===== config.mk =====
export PLATFORM = sky130hd
export DESIGN_NAME = uart_fifo_ptr_ctrl
export DESIGN_NICKNAME = d
export VERILOG_FILES = /design/src/rtl/uart_ctrl_pkg.sv /design/src/rtl/uart_fifo_timeout.sv /design/src/rtl/uart_fifo_ptr_ctrl.sv
export SDC_FILE = /design/constraint.sdc
export NUM_CORES = 1
export LEC_CHECK = 0
export ABC_AREA = 0
export BUFFER_PORTS_ARGS = -buffer_cell sky130_fd_sc_hd__buf_2
export CORE_MARGIN = 4
export CORE_UTILIZATION = 41
export DETAILED_ROUTE_END_ITERATION = 12
export PLACE_DENSITY = 0.61
export SLEW_MARGIN = 25
export SYNTH_ARGS = -nofsm -noshare
export SYNTH_HDL_FRONTEND = slang
export SYNTH_SLANG_ARGS = --single-unit
export TNS_END_PERCENT = 20

===== constraint.sdc =====
create_clock -name clock -period 3.84 [get_ports clock]
set_input_delay 0.192 -clock clock [delete_from_list [all_inputs] [get_ports clock]]
set_output_delay 0.192 -clock clock [all_outputs]
set_load 0.01 [all_outputs]

===== src/rtl/uart_ctrl_pkg.sv =====
// Shared types and constants for the UART controller FIFO blocks.
// Trigger-level encodings, timeout FSM states and the trigger threshold helper.
package uart_ctrl_pkg;

  typedef enum logic [1:0] {
    TRIG_1  = 2'd0,
    TRIG_Q  = 2'd1,
    TRIG_H  = 2'd2,
    TRIG_NF = 2'd3
  } trig_lvl_e;

  typedef enum logic [1:0] {
    TO_IDLE    = 2'd0,
    TO_ARMED   = 2'd1,
    TO_EXPIRED = 2'd2
  } to_state_e;

  localparam int unsigned TO_CHARS_DEF = 4;

  // Occupancy at which the trigger fires for a FIFO of the given depth.
  function automatic int unsigned trig_threshold(input trig_lvl_e lvl, input int unsigned depth);
    int unsigned thr;
    case (lvl)
      TRIG_1:  thr = 1;
      TRIG_Q:  thr = depth / 4;
      TRIG_H:  thr = depth / 2;
      TRIG_NF: thr = depth - 2;
      default: thr = 1;
    endcase
    return thr;
  endfunction

endpackage


===== src/rtl/uart_fifo_timeout.sv =====
// Character-timeout FSM: counts idle character times while the FIFO holds data
// and flags a pending timeout after TO_CHARS of them with no push/pop activity.
module uart_fifo_timeout
  import uart_ctrl_pkg::*;
#(
  parameter int unsigned TO_CHARS = TO_CHARS_DEF
) (
  input  logic clock,
  input  logic reset,
  input  logic clr,
  input  logic nonempty,
  input  logic activity,
  input  logic char_tick,
  output logic timeout
);

  localparam int unsigned CW = $clog2(TO_CHARS + 1);

  to_state_e         state, state_nxt;
  logic [CW-1:0]     cnt, cnt_nxt;

  // nonempty reflects the occupancy after this edge, so the FSM tracks fifo_ptr
  always_comb begin
    state_nxt = state;
    cnt_nxt   = cnt;
    if (clr || !nonempty) begin
      state_nxt = TO_IDLE;
      cnt_nxt   = '0;
    end else begin
      case (state)
        TO_IDLE: begin
          state_nxt = TO_ARMED;
          cnt_nxt   = '0;
        end
        TO_ARMED: begin
          if (activity) begin
            cnt_nxt = '0;
          end else if (char_tick) begin
            if (cnt == CW'(TO_CHARS - 1)) begin
              state_nxt = TO_EXPIRED;
              cnt_nxt   = '0;
            end else begin
              cnt_nxt = cnt + CW'(1);
            end
          end
        end
        TO_EXPIRED: begin
          if (activity) begin
            state_nxt = TO_ARMED;
            cnt_nxt   = '0;
          end
        end
        default: begin
          state_nxt = TO_IDLE;
          cnt_nxt   = '0;
        end
      endcase
    end
  end

  always_ff @(posedge clock) begin
    if (reset) begin
      state <= TO_IDLE;
      cnt   <= '0;
    end else begin
      state <= state_nxt;
      cnt   <= cnt_nxt;
    end
  end

  assign timeout = (state == TO_EXPIRED);

endmodule


===== src/rtl/uart_fifo_ptr_ctrl.sv =====
// Pointer, occupancy and status controller for one UART FIFO; the storage RAM
// is external and addressed through wr_ptr/rd_ptr.
module uart_fifo_ptr_ctrl
  import uart_ctrl_pkg::*;
#(
  parameter int unsigned DEPTH    = 16,
  parameter int unsigned AW       = $clog2(DEPTH),
  parameter int unsigned TO_CHARS = TO_CHARS_DEF
) (
  input  logic          clock,
  input  logic          reset,
  input  logic          push,
  input  logic          pop,
  input  logic          fifo_clr,
  input  logic [1:0]    trig_lvl,
  input  logic          char_tick,
  input  logic          ovr_clr,
  output logic [AW-1:0] wr_ptr,
  output logic [AW-1:0] rd_ptr,
  output logic          ram_we,
  output logic [AW:0]   fifo_ptr,
  output logic          full,
  output logic          empty,
  output logic          trig_hit,
  output logic          overrun,
  output logic          underrun,
  output logic          timeout
);

  logic [AW-1:0] wr_q, rd_q;
  logic [AW:0]   count, count_nxt;
  logic [AW:0]   thr;
  logic          ovr_q;
  logic          live, push_ok, pop_ok, ovr_evt;

  assign full  = (count == (AW+1)'(DEPTH));
  assign empty = (count == '0);

  always_comb begin
    thr = (AW+1)'(trig_threshold(trig_lvl_e'(trig_lvl), DEPTH));
  end
  assign trig_hit = (count >= thr);

  // reset and fifo_clr both swallow any request presented in the same cycle
  assign live     = ~reset & ~fifo_clr;
  assign pop_ok   = live & pop & ~empty;
  assign push_ok  = live & push & (~full | pop_ok);
  assign ovr_evt  = live & push & full & ~pop_ok;
  assign ram_we   = push_ok;
  assign underrun = live & pop & empty;

  always_comb begin
    count_nxt = count;
    if (fifo_clr) begin
      count_nxt = '0;
    end else begin
      case ({push_ok, pop_ok})
        2'b10:   count_nxt = count + (AW+1)'(1);
        2'b01:   count_nxt = count - (AW+1)'(1);
        default: count_nxt = count;
      endcase
    end
  end

  always_ff @(posedge clock) begin
    if (reset) begin
      wr_q  <= '0;
      rd_q  <= '0;
      count <= '0;
      ovr_q <= 1'b0;
    end else if (fifo_clr) begin
      wr_q  <= '0;
      rd_q  <= '0;
      count <= '0;
      ovr_q <= 1'b0;
    end else begin
      if (push_ok) wr_q <= wr_q + AW'(1);
      if (pop_ok)  rd_q <= rd_q + AW'(1);
      count <= count_nxt;
      // a fresh overrun event wins over a simultaneous clear
      ovr_q <= (ovr_q & ~ovr_clr) | ovr_evt;
    end
  end

  uart_fifo_timeout #(
    .TO_CHARS(TO_CHARS)
  ) u_timeout (
    .clock    (clock),
    .reset    (reset),
    .clr      (fifo_clr),
    .nonempty (count_nxt != '0),
    .activity (push_ok | pop_ok),
    .char_tick(char_tick),
    .timeout  (timeout)
  );

  assign wr_ptr   = wr_q;
  assign rd_ptr   = rd_q;
  assign fifo_ptr = count;
  assign overrun  = ovr_q;

endmodule


# Yosys cells after proc, flatten, opt, wreduce, memory -nomap -nowiden
# Index checks and enable logic that the tools add are counted.
totals:
  out_inout_bits: 20
  ff_bits: 19
classes:
  n_addsub: 5
  n_eq_ne: 14
  reduce_logical: 10
  n_lt_le_gt_ge: 1
  muxes: 13
  bitwise_logic: 18
ops:
  columns: ["op", "count"]
  rows:
  - ["5-bit case mux with 4 select lines", 1]
  - ["3-bit 2-to-1 mux", 4]
  - ["5-bit case mux with 2 select lines", 1]
  - ["1-bit bitwise AND", 9]
  - ["4-bit by 1-bit adder with 4-bit output, second input constant", 2]
  - ["2-bit == test, second input constant", 4]
  - ["2-bit 2-to-1 mux", 4]
  - ["2-bit by 1-bit == test with 1-bit output, second input constant", 3]
  - ["1-bit NOT", 6]
  - ["2-bit case mux with 3 select lines", 1]
  - ["3-bit case mux with 2 select lines", 1]
  - ["5-bit by 1-bit adder with 5-bit output, second input constant", 1]
  - ["5-bit == test, second input constant", 1]
  - ["5-bit greater-or-equal comparator", 1]
  - ["5-bit zero test", 1]
  - ["5-bit 2-to-1 mux", 1]
  - ["5-bit nonzero test", 1]
  - ["5-bit by 1-bit subtractor with 5-bit output, second input constant", 1]
  - ["2-bit zero test", 2]
  - ["2-bit by 1-bit inequality test with 1-bit output, second input constant", 2]
  - ["2-bit inequality test, second input constant", 2]
  - ["4-bit AND reduction", 1]
  - ["2-bit OR reduction", 2]
  - ["3-bit by 1-bit adder with 3-bit output, second input constant", 1]
  - ["6 further kinds", 8]

# Depth between registers and ports, before layout
logic_depth:
  ltp_word: 13
  ltp_mapped: 12

# Cells and area by module
# Synthesis repeated with hierarchy kept, for this count alone.
hier_totals:
  hier_cells: 132
  area_unflattened_um2: 1193.6
modules_own_cells:
  columns: ["module", "seq_area_each_um2", "n_inst", "cells_each", "area_each_um2"]
  rows:
  - ["uart_fifo_ptr_ctrl", 280.3, 1, 105, 918.4]
  - ["uart_fifo_timeout", 100.1, 1, 27, 275.3]

# Least setup slack after synthesis
# No wires, ideal clock.
synth_timing:
  path_kind: "reg2reg"
  startpoint: "register count[1], in the netlist fifo_ptr[1]"
  endpoint: "register u_timeout.cnt[0]"
  arrival_ns: 2.745
  required_ns: 3.719
  setup_slack_ns: 0.974
  stages_incl_launch_ff: 11
  n_path_buf: 1
  synth_period_minus_slack_ns: 2.866
  path_cell_list: "dfxtp_1 or4_4 o31ai_1 nor2_1 inv_1 ha_1 clkbuf_1 mux2i_1 o21ai_0 and4bb_4 nor3_1"
synth_between:
  elab_chain_len: 12
synth_rtl:
  columns: ["element", "line", "source"]
  rows:
  - ["start: declaration", "uart_fifo_ptr_ctrl.sv:31", "logic [AW:0] count, count_nxt;"]
  - ["start signal: assignment", "uart_fifo_ptr_ctrl.sv:79", "count <= count_nxt;"]
  - ["5-bit zero test", "uart_fifo_ptr_ctrl.sv:37", "assign empty = (count == '0);"]
  - ["1-bit NOT", "uart_fifo_ptr_ctrl.sv:46", "assign pop_ok = live & pop & ~empty;"]
  - ["1-bit bitwise AND", "uart_fifo_ptr_ctrl.sv:46", null]
  - ["1-bit bitwise OR (*)", "uart_fifo_ptr_ctrl.sv:47", "assign push_ok = live & push & (~full | pop_ok);"]
  - ["1-bit bitwise AND (*)", "uart_fifo_ptr_ctrl.sv:47", null]
  - ["named net ram_we", "uart_fifo_ptr_ctrl.sv:20", "output logic ram_we,"]
  - ["2-bit by 1-bit == test with 1-bit output / 2-bit == test (equally long branches)", "uart_fifo_ptr_ctrl.sv:57", "case ({push_ok, pop_ok})"]
  - ["5-bit case mux with 2 select lines", "uart_fifo_ptr_ctrl.sv:57", null]
  - ["5-bit 2-to-1 mux", "uart_fifo_ptr_ctrl.sv:54", "if (fifo_clr) begin"]
  - ["5-bit nonzero test", "uart_fifo_ptr_ctrl.sv:91", ".nonempty (count_nxt != '0),"]
  - ["1-bit zero test", "uart_fifo_timeout.sv:26", "if (clr || !nonempty) begin"]
  - ["1-bit logical OR", "uart_fifo_timeout.sv:26", null]
  - ["2-bit OR reduction (no source line)", null, null]
  - ["end signal: assignment", "uart_fifo_timeout.sv:67", "cnt <= cnt_nxt;"]
  - ["end: declaration", "uart_fifo_timeout.sv:20", "logic [CW-1:0] cnt, cnt_nxt;"]
# Mark *: on every way through the listed nets, which the timed path passes. The rest lies on a longest branch.
# A chain may end at the register's enable or synchronous reset.

# Worst setup path after layout
layout_timing:
  startpoint: "register count[0], in the netlist fifo_ptr[0]"
  endpoint: "register u_timeout.state[0]"
layout_between:
  elab_chain_len: 12
layout_rtl:
  columns: ["element", "line", "source"]
  rows:
  - ["5-bit zero test", "uart_fifo_ptr_ctrl.sv:37", null]
  - ["1-bit NOT", "uart_fifo_ptr_ctrl.sv:46", null]
  - ["1-bit bitwise AND", "uart_fifo_ptr_ctrl.sv:46", null]
  - ["1-bit bitwise OR", "uart_fifo_ptr_ctrl.sv:47", null]
  - ["1-bit bitwise AND", "uart_fifo_ptr_ctrl.sv:47", null]
  - ["2-bit by 1-bit == test with 1-bit output / 2-bit == test (equally long branches)", "uart_fifo_ptr_ctrl.sv:57", null]
  - ["5-bit case mux with 2 select lines", "uart_fifo_ptr_ctrl.sv:57", null]
  - ["5-bit 2-to-1 mux", "uart_fifo_ptr_ctrl.sv:54", null]
  - ["5-bit nonzero test", "uart_fifo_ptr_ctrl.sv:91", null]
  - ["1-bit zero test", "uart_fifo_timeout.sv:26", null]
  - ["1-bit logical OR", "uart_fifo_timeout.sv:26", null]
  - ["2-bit OR reduction (no source line)", null, null]
  - ["end signal: assignment", "uart_fifo_timeout.sv:66", "state <= state_nxt;"]
  - ["end: declaration", "uart_fifo_timeout.sv:19", "to_state_e state, state_nxt;"]
# Several ways; a longest one is shown, not always the timed one.

==> Flow_metrics.wiki <==
{| class="wikitable"
! Metric !! Value
|-
| Setup repair after global routing missed its margin || false
|-
| Area of combinational cells with multiple inputs || 743.2 µm²
|-
| Most frequent cell after synthesis || sky130_fd_sc_hd__nor2_1
|-
| Most area-consuming cells after synthesis || sky130_fd_sc_hd__dfxtp_1 32%, sky130_fd_sc_hd__ha_1 12%, sky130_fd_sc_hd__nor2_1 6.4%, sky130_fd_sc_hd__inv_1 4.1%, sky130_fd_sc_hd__nand2_1 4.1%
|-
| Critical Path Stages || 9
|-
| Net Count, Synth || 159
|-
| Critical Path Sink || u_timeout.state[0]$_SDFFE_PP0P_
|-
| Flip-flop cell with the highest count after synthesis || sky130_fd_sc_hd__dfxtp_1
|-
| DR vias/cell || roughly 5.2
|-
| Number of buffer and inverter stages on the critical path || 1
|-
| Worst R2R Setup Slack || approximately 0.85 ns
|-
| Launch point of the critical path || fifo_ptr[0]$_SDFF_PP0_
|-
| Max Clock Freq || around 330 MHz
|-
| Power density cells || between 200 and 300 nW/µm²
|-
| Switching power share of the total || a little over a quarter
|-
| Cells after Synth || ~140
|-
| Final weighted congestion in routability-driven placement || 0.7051
|-
| FF-to-FF path depth || 9
|-
| Cell family contributing the most delay on the critical path || simple AND/OR/NAND/NOR gates
|-
| Minimum hold slack || around 0.14 ns
|-
| Depth of the worst hold-timing path || 3
|-
| Synthesis-to-finish area growth || 17.50%
|-
| Net Switching || 98.07 µW
|-
| Number of routed nets with antenna violations || 0
|-
| Portion of synthesized cell area occupied by the leading cell type || 32.24%
|-
| Synth async-reset ratio || 0%
|-
| Number of global-route vias before repair || roughly 970
|-
| Fill cell instance count of the final layout || around 280
|-
| Register area || approximately 380 µm²
|-
| Max-capacitance violation count || 0
|-
| Post-Route Setup TNS || 0 ns
|-
| Crit path max fanout || 12
|-
| Critical path endpoint category || register
|-
| Pin count of the biggest net entering global routing || 13
|-
| TritonCTS Buffers || 3
|-
| Share of the yosys chip area belonging to registers || about 32%
|-
| Iter 0 DRT Violations || 43
|-
| Combinational group share of total power || about 16%
|-
| Synthesized area || 1180 µm²
|-
| Outcome || finished clean
|-
| Kind of launch point of the worst setup path || register
|-
| Worst flop-to-flop path startpoint || fifo_ptr[0]$_SDFF_PP0_
|-
| Number of pins exceeding their max-slew limit in the final report || 0
|-
| Total number of vias || 1045
|-
| Clock tree from TritonCTS || yes
|-
| Clock latency on the worst-skew pair || 0.30 ns
|-
| Required time reported for the critical path endpoint || 4.04 ns
|-
| Count of input and output buffers || 28
|-
| Global route total overflow || 0
|-
| Number of antenna violations at the first check in global routing || 0
|-
| Floorplan die area || about 3800 µm²
|-
| Clock-pin slew reported for the worst setup and hold paths after clock tree synthesis || ~0.11 ns
|-
| Post-DP HPWL || 2038 µm
|-
| Clock sink count || 19
|-
| Wire length of the first global-routing pass || approximately 4200 µm
|-
| DRT Pass-1 Iters || 4
|-
| Initial core utilization || roughly 43%
|-
| Maximum VDD drop || 0.2127 mV
|-
| Slew at the pin closest to its max-slew limit || between 0.3 and 0.4 ns
|-
| Die height || between 60 and 70 µm
|-
| Critical path class || reg -> reg
|-
| Flip-flop and latch count after synthesis || 19
|-
| Count of antenna diodes in the layout || 0
|-
| Hold violation count in the final report || 0
|-
| Post-CTS setup buffer count || 0
|-
| Sequential Power Share || 56.2%
|-
| Headroom to the max-slew limit || between 70 and 80%
|-
| Period utilization || between 70 and 80%
|-
| Clock Power Share || about 28%
|-
| Routed wire per std cell || approximately 13 µm
|-
| Synthesized area per cell || roughly 8.5 µm²
|-
| Post-Place Cells || around 200
|-
| Commonest cells post-synth || 20 x sky130_fd_sc_hd__nor2_1, 19 x sky130_fd_sc_hd__dfxtp_1, 13 x sky130_fd_sc_hd__inv_1, 13 x sky130_fd_sc_hd__nand2_1, 11 x sky130_fd_sc_hd__ha_1
|-
| Area post-placement || approximately 1400 µm²
|-
| Max clock buf depth || 2
|-
| Horizontal die dimension || about 60 µm
|-
| Signal arrival time at the worst endpoint || 3.19 ns
|-
| Final setup vio count || 0
|-
| Synth Warn # || 0
|-
| Internal power summed over all cells || approximately 260 µW
|-
| Post-synth EDFFs || 0
|-
| Type of the worst min-delay path || in -> reg
|-
| Overall global routing resource usage || 14.93%
|-
| Share of layout cells above drive strength 1 || between 20% and 30%
|-
| Total non-filler cell area in the finished layout || ~1400 µm²
|-
| DRC viols || 0
|-
| Min Tclk post-route || 2.993 ns
|-
| Non-Filler Instances || 200
|-
| Maximum clock skew at final layout || around 0.0068 ns
|-
| Standard-cell row count || 19
|-
| Io pins || 29
|-
| Total leakage power || around 0.00063 µW
|-
| H-tree level count || 1
|-
| Critical R2R Capture || u_timeout.state[0]$_SDFFE_PP0P_
|-
| Post-CTS sizing || 0
|-
| Cell type contributing the most total cell area after synthesis || sky130_fd_sc_hd__dfxtp_1
|-
| Crit path max-delay cell type || sky130_fd_sc_hd__or4_4
|-
| Wire length reported by the detailed router || approximately 2500 µm
|-
| Area inside the core boundary || 2758 µm²
|-
| Cts hold-fix bufs || 0
|-
| Post-synth cell types || 35
|-
| Number of nets in the layout || ~190
|-
| Critical Path, Cell by Cell || or4_4, o31ai_1, nor2_1, inv_1, ha_1, nand2_1, o311a_1, and4bb_4, a2111oi_4
|-
| Largest stage delay on the critical path || ~0.58 ns
|-
| Cell chosen for the clock root || sky130_fd_sc_hd__clkbuf_4
|}
-- worst register-to-register path, delay by kind of cell (launching register included) --
kind / cells / cell delay, ns
simple gates: 4 / 1.10
flops: 1 / 0.40
fa+ha+maj: 1 / 0.38
buf+inv: 1 / 0.09
compound gates: 3 / 0.94
-- registers in the layout (all words and copies together), names as in the netlist --
name	count
fifo_ptr	5
wr_ptr	4
u_timeout.cnt	3
overrun	1
rd_ptr	4
u_timeout.state	2
-- cell type report --
| class | instances | area share, % |
|---|---|---|
| flip-flops and latches | 19 | 27.44 |
| clock inverters | 1 | 0.3610 |
| multi-input cells | 104 | 53.61 |
| clock buffers | 3 | 1.625 |
| repair buffers | 29 | 10.65 |
| inverters | 13 | 3.520 |
| well taps | 31 | 2.798 |
-- how the worst min path moves through the flow --
stage	startpoint	slack, ns	endpoint
2_1_floorplan	pop	0.37	overrun$_SDFF_PP0_
3_3_place_gp	wr_ptr[3]$_SDFFE_PP0P_	0.46	wr_ptr[3]$_SDFFE_PP0P_
4_1_cts	ovr_clr	0.12	overrun$_SDFF_PP0_
3_5_place_dp	ovr_clr	0.46	overrun$_SDFF_PP0_
5_1_grt	ovr_clr	0.13	overrun$_SDFF_PP0_
6_report	ovr_clr	0.14	overrun$_SDFF_PP0_
-- stage by stage --
stage | total power (µW) | setup slack [ns] | utilization, %
2_1_floorplan | 245.6 | 0.9742 | -
3_3_place_gp | 263.0 | 0.9645 | 49.27
3_5_place_dp | 264.1 | 0.8821 | 49.27
4_1_cts | 368.9 | 0.8527 | 50.27
5_1_grt | 385.6 | 0.6581 | 50.27
6_report | 360.5 | 0.8470 | 50.27
-- power groups by stage --
stage | Sequential, µW | Clock (µW) | Combinational, µW
2_1_floorplan | 208 | 0 | 38.1
4_1_cts | 203 | 109 | 57.0
6_report | 203 | 101 | 56.4
5_1_grt | 203 | 118 | 64.2
3_5_place_dp | 207 | 0 | 56.9
3_3_place_gp | 207 | 0 | 55.9
-- routing by layer --
metal / GRT usage, % / wire, µm
met4: 2.727 / 12
met2: 26.16 / 1254
met5: 0 / 0
met3: 4.612 / 158
met1: 18.06 / 1095
-- cells by family (layout without fill, tap and decap cells) --
| family | count (synthesis) | in the layout | synth area share (%) |
|---|---|---|---|
| muxes | 1 | 1 | 0.8484 |
| xor gates and xnor gates | 7 | 7 | 5.196 |
| buffers and inverters | 15 | 46 | 4.773 |
| DFF | 19 | 19 | 32.24 |
| AOI/OAI and AO/OA | 26 | 26 | 17.50 |
| and+or+nand+nor | 58 | 58 | 26.09 |
| adders and majority gates | 12 | 12 | 13.36 |
-- cells in the final DEF (no fill, tap or decap) --
cell	netlist	routed
sky130_fd_sc_hd__a21o_1	2	2
sky130_fd_sc_hd__fa_1	1	1
sky130_fd_sc_hd__nand2_1	13	13
sky130_fd_sc_hd__nor3_1	3	3
sky130_fd_sc_hd__o2111ai_4	1	1
sky130_fd_sc_hd__nor3b_1	1	1
sky130_fd_sc_hd__clkbuf_4	0	3
sky130_fd_sc_hd__mux2i_1	1	1
sky130_fd_sc_hd__o21ai_0	6	6
sky130_fd_sc_hd__o31ai_1	2	2
sky130_fd_sc_hd__buf_4	0	1
sky130_fd_sc_hd__xor2_1	4	4
sky130_fd_sc_hd__or4_1	1	1
sky130_fd_sc_hd__clkinv_2	0	1
sky130_fd_sc_hd__buf_2	0	28
sky130_fd_sc_hd__xnor2_1	3	3
sky130_fd_sc_hd__nand2b_1	4	4
sky130_fd_sc_hd__or2_2	1	1
sky130_fd_sc_hd__o211ai_1	1	1
sky130_fd_sc_hd__and4bb_4	1	1
sky130_fd_sc_hd__and2b_1	1	1
sky130_fd_sc_hd__a32oi_1	2	2
sky130_fd_sc_hd__a21oi_1	7	7
sky130_fd_sc_hd__nor2b_1	4	4
sky130_fd_sc_hd__or4_4	1	1
sky130_fd_sc_hd__ha_1	11	11
sky130_fd_sc_hd__dfxtp_1	19	19
sky130_fd_sc_hd__a211oi_1	1	1
sky130_fd_sc_hd__nor2_1	20	20
sky130_fd_sc_hd__inv_1	13	13
sky130_fd_sc_hd__a21oi_2	1	1
sky130_fd_sc_hd__nand4_1	2	2
sky130_fd_sc_hd__o22ai_1	1	1
sky130_fd_sc_hd__nor4_4	1	1
sky130_fd_sc_hd__nand3_1	4	4
sky130_fd_sc_hd__a2111oi_4	1	1
sky130_fd_sc_hd__nand4b_1	1	1
sky130_fd_sc_hd__o311a_1	1	1
Note: power is estimated with default switching activity, not from simulation.
